### src/rtl/int_vect_ctrl.sv
// int_vect_ctrl: interrupt vector entry sequencer.
// Captures rising edges on eight request lines and arbitrates them against
// the PSW priority at instruction boundaries. It then walks a 9-step entry
// sequence (counter 0..8) for the winning source and finally acknowledges
// that source with a one-cycle irq_clear pulse.
module int_vect_ctrl (
    input  logic        clk,
    input  logic        rst_n,
    input  logic [7:0]  irq,
    input  logic [2:0]  psw_prio,
    input  logic        ins_boundary,
    input  logic        step_done,
    output logic [3:0]  counter,
    output logic [15:0] iv_flags,
    output logic [15:0] vec_addr,
    output logic        iv_active,
    output logic [7:0]  irq_clear
);

    typedef enum logic [1:0] {IDLE, ENTRY, DONE} state_t;

    state_t     state;
    state_t     state_nxt;
    logic [7:0] irq_q;
    logic [7:0] pending;
    logic [7:0] rise;
    logic [7:0] eligible;
    logic [7:0] sel_mask;
    logic [2:0] sel;
    logic [2:0] win;
    logic       cap_en;
    logic       any_elig;
    logic       take;

    // cap_en is low for the first edge after reset. That edge only primes
    // irq_q, so lines held high across reset do not look like new requests.
    assign rise     = cap_en ? (irq & ~irq_q) : 8'h00;
    assign take     = (state == IDLE) && ins_boundary && any_elig;
    assign sel_mask = 8'h01 << sel;

    // A source is eligible when it is pending and strictly above the PSW level.
    always_comb begin
        eligible = 8'h00;
        for (int i = 0; i < 8; i++)
            eligible[i] = pending[i] && (i > int'(psw_prio));
    end

    // Pick the highest-numbered eligible source. Later iterations override earlier ones.
    always_comb begin
        win      = 3'd0;
        any_elig = 1'b0;
        for (int i = 0; i < 8; i++) begin
            if (eligible[i]) begin
                win      = 3'(i);
                any_elig = 1'b1;
            end
        end
    end

    // Request edge capture. A new edge in the acknowledge cycle beats the clear.
    always_ff @(posedge clk or negedge rst_n) begin
        if (!rst_n) begin
            irq_q   <= 8'h00;
            cap_en  <= 1'b0;
            pending <= 8'h00;
        end else begin
            irq_q   <= irq;
            cap_en  <= 1'b1;
            pending <= (pending & ~irq_clear) | rise;
        end
    end

    // State register.
    always_ff @(posedge clk or negedge rst_n) begin
        if (!rst_n) state <= IDLE;
        else        state <= state_nxt;
    end

    // Next-state logic. ins_boundary only matters in IDLE, step_done only in ENTRY.
    always_comb begin
        state_nxt = state;
        case (state)
            IDLE:    if (take) state_nxt = ENTRY;
            ENTRY:   if (step_done && counter == 4'd8) state_nxt = DONE;
            DONE:    state_nxt = IDLE;
            default: state_nxt = IDLE;
        endcase
    end

    // Selected source and entry step counter. sel is frozen for the whole sequence.
    always_ff @(posedge clk or negedge rst_n) begin
        if (!rst_n) begin
            sel     <= 3'd0;
            counter <= 4'd0;
        end else begin
            case (state)
                IDLE: begin
                    if (take) begin
                        sel     <= win;
                        counter <= 4'd0;
                    end
                end
                ENTRY:   if (step_done && counter != 4'd8) counter <= counter + 4'd1;
                DONE:    counter <= 4'd0;
                default: counter <= 4'd0;
            endcase
        end
    end

    // Outputs decode from state, so an asynchronous reset clears them at once.
    always_comb begin
        iv_active = 1'b0;
        iv_flags  = 16'h0000;
        vec_addr  = 16'h0000;
        irq_clear = 8'h00;
        case (state)
            ENTRY: begin
                iv_active = 1'b1;
                iv_flags  = {8'h00, sel_mask};
                vec_addr  = 16'hFFC0 + {11'd0, sel, 2'b00};
            end
            DONE:    irq_clear = sel_mask;
            default: ;
        endcase
    end

endmodule

### config.mk
export PLATFORM = sky130hd
export DESIGN_NAME = int_vect_ctrl
export DESIGN_NICKNAME = d
export VERILOG_FILES = /design/src/rtl/int_vect_ctrl.sv
export SDC_FILE = /design/constraint.sdc
export NUM_CORES = 1
export LEC_CHECK = 0
export BUFFER_PORTS_ARGS = -buffer_cell sky130_fd_sc_hd__buf_2
export CAP_MARGIN = 20
export CORE_MARGIN = 10
export CORE_UTILIZATION = 51
export DETAILED_ROUTE_END_ITERATION = 7
export PLACE_DENSITY = 0.91
export SYNTH_ARGS = -nofsm -noshare
export SYNTH_HDL_FRONTEND = slang
export SYNTH_SLANG_ARGS = --single-unit
### constraint.sdc
create_clock -name clk -period 2.25 [get_ports clk]
set_input_delay 0.3375 -clock clk [delete_from_list [all_inputs] [get_ports clk]]
set_output_delay 0.3375 -clock clk [all_outputs]
set_load 0.02 [all_outputs]
==> results.json <==
{
  "yosys.area.top_type": "dfrtp_1",
  "setup_viol": 0,
  "yosys.area_share.xor_xnor": 0,
  "crit_path_start": "state[0]",
  "grtUsageTotal": 0.128,
  "place_hpwl_mm": 2.64,
  "vdd_drop_max_mv": 0.938,
  "stdcell_area_um2": 1600,
  "finalCritPeriodShare": 0.896,
  "outcome": "complete, no violations",
  "drt_iter0_markers": 92,
  "ys_seq_area_frac": 0.431,
  "worstPathMaxFanout": 6,
  "slew_headroom": 0.657,
  "place_congestion": 0.819,
  "synth.area.top_cells": "dfrtp_1 43%, buf_4 11%, nand2_1 4.3%, nor2_1 4.3%, nand3b_1 3.8%",
  "cts_buffers": 3,
  "synth_mux_area_frac": 0.0162,
  "cts_root_buffer": "clkbuf_4",
  "rrSetupSlack_ns": 0.57,
  "worstPathRequired_ns": 1.91,
  "synthCells": 159,
  "setup.worst_path.start_class": "register",
  "grt_max_degree": 25,
  "core_um2": 2540,
  "cp-end-kind": "output port",
  "synth_top_family_by_area": "simple AND/OR/NAND/NOR gates",
  "syn-cell-area_um2": 1390,
  "rows": 18,
  "rsz0062_at_grt": "false",
  "fin_cells": 226,
  "slew_violations": 0,
  "crit_arrival_ns": 1.68,
  "avgRoutedWirePerCell_um": 14.8,
  "syn_avg_cell_area_um2": 8.77,
  "reg2reg_from": "pending[7]",
  "dp_slack_ns": 0.446,
  "dr.pass1.iters": 4,
  "cellPowerDensity_nw_per_um2": 1120,
  "fin_nets": 214,
  "grt_pass1_wl_mm": 5.58,
  "ant_nets": 0,
  "finClkSkew_ns": 0.00478,
  "routed_wirelength_mm": 3.33,
  "synth-simple-area-share": 0.234,
  "critPathKind": "register to output port",
  "routed_via_density": 5.14,
  "die_x_um": 72.3,
  "area_delta_synth_final_pct": 15.1,
  "clockBufferDepth": 2,
  "cts_max_level": 1,
  "synth-adder-area-share": 0.0180,
  "synth_compound_area_frac": 0.144,
  "tns_ns": 0,
  "overflow": 0,
  "diodes": 0,
  "worstHoldStart": "irq[3]",
  "initial_core_util": 0.548,
  "cap_violations": 0,
  "placed_area_um2": 1530,
  "grt_pass1_vias": 1168,
  "p_leak_nw": 0.780,
  "die_area_um2": 5220,
  "cts_tree": "built",
  "min_period_ns": 2.02,
  "synth_top_area_frac": 0.431,
  "yosys.cell_count.top_type": "dfrtp_1",
  "synth_ff_type": "dfrtp_1",
  "die_h_um": 72.3,
  "drive_above_1_share": 0.296,
  "cts_sinks": 24,
  "drcViolationCount": 0,
  "io_buffers": 47,
  "hold_violations": 0,
  "num_vias": 1161,
  "dp.cells": 221,
  "tightest_slew_ns": 0.515,
  "synth-edff-count": 0,
  "antenna_found_initial": 0,
  "async_flop_share": 1.00,
  "ys_ff_latch": 24,
  "synthDistinctLibCells": 36,
  "ios": 60,
  "fin_ws_ns": 0.234,
  "fmax_mhz": 496,
  "min_path_type": "primary input to register",
  "clk_pin_slew_worst_paths_ns": 0.13,
  "synth_common_cells": "24 x dfrtp_1, 21 x buf_4, 16 x nand2_1, 16 x nor2_1, 9 x o21ai_1",
  "yosys_warnings": 0,
  "clock_latency_ns": 0.31
}
==> critical path: stages (launching register included) <==
cell,delay [ns]
dfrtp_1,0.51
or3b_1,0.49
nor2_1,0.18
buf_2,0.19
==> area by class of cell <==
cell class | count | area [um^2]
Clock inverter | 1 | 30.0
Multi-Input combinational cell | 110 | 627
Inverter | 9 | 33.8
Clock buffer | 3 | 22.5
Tap cell | 30 | 37.5
Fill cell | 211 | 941
Sequential cell | 24 | 601
Timing Repair Buffer | 49 | 253
==> repair_timing <==
item,4_1_cts,5_1_grt
buffers inserted,0,0
resized for setup,0,2
endpoints found under the setup margin,0,3
endpoints found under the hold margin,24,0
hold buffers,1,0
==> placed cells by master (no fill, tap or decap), types with 3 or more instances in the layout <==
cell,netlist,layout
buf_2,1,47
dfrtp_1,24,24
nor2_1,16,16
nand2_1,16,16
conb_1,2,12
o21ai_1,9,9
inv_1,8,8
nand3b_1,7,7
nor3_1,7,7
o21ai_0,5,5
nand2b_1,4,3
nand3_1,3,3
a21oi_1,3,3
clkbuf_4,0,3
==> per-layer routing <==
metal  routed length [um]  part of all wire  vias up  global-route usage
li1                     -                 -      582                   -
met1                 1360              0.41      538               0.147
met2                 1700              0.51       37               0.217
met3                  252             0.076        4              0.0422
met4                   23            0.0069        0              0.0409
met5                    0                 0        -                   0
==> final timing paths <==
| path | end | depth (start not counted) |
|---|---|---|
| max in group asynchronous | pending[3] | 2 |
| worst min-delay path | irq_q[3] | 1 |
| worst max register to register | sel[1] | 5 |
| min in group asynchronous | counter[0] | 2 |
| worst min register to register | pending[5] | 1 |
| worst max-delay path | irq_clear[2] | 3 |
==> cell families (layout without fill, tap and decap cells) <==
logic type,count (synthesis),in the layout
flip-flops,24,24
buffers and inverters,35,62
multiplexers,2,2
AO/OA/AOI/OAI,31,31
AND/OR/NAND/NOR,63,63
adder cells (fa/ha/maj),2,2
other,2,12
==> flip-flops by register name, indices dropped and copies added (netlist names) <==
register  cells
cap_en        1
counter       4
irq_q         7
pending       7
sel           3
state         2
==> per-stage QoR <==
stage          hold WS, ns  total power, mW  utilization
2_1_floorplan       0.0419             1.29            -
3_3_place_gp         0.336             1.47        0.603
3_5_place_dp         0.340             1.49        0.603
4_1_cts              0.128             1.80        0.627
5_1_grt              0.125             1.93        0.630
6_report             0.141             1.79        0.630
==> power by group <==
group	internal [mW]	switching, mW	leakage [nW]
registers	0.501	0.125	0.260
clock network	0.180	0.125	0.0279
logic	0.287	0.574	0.492
Power figures use the tool's default switching activity.
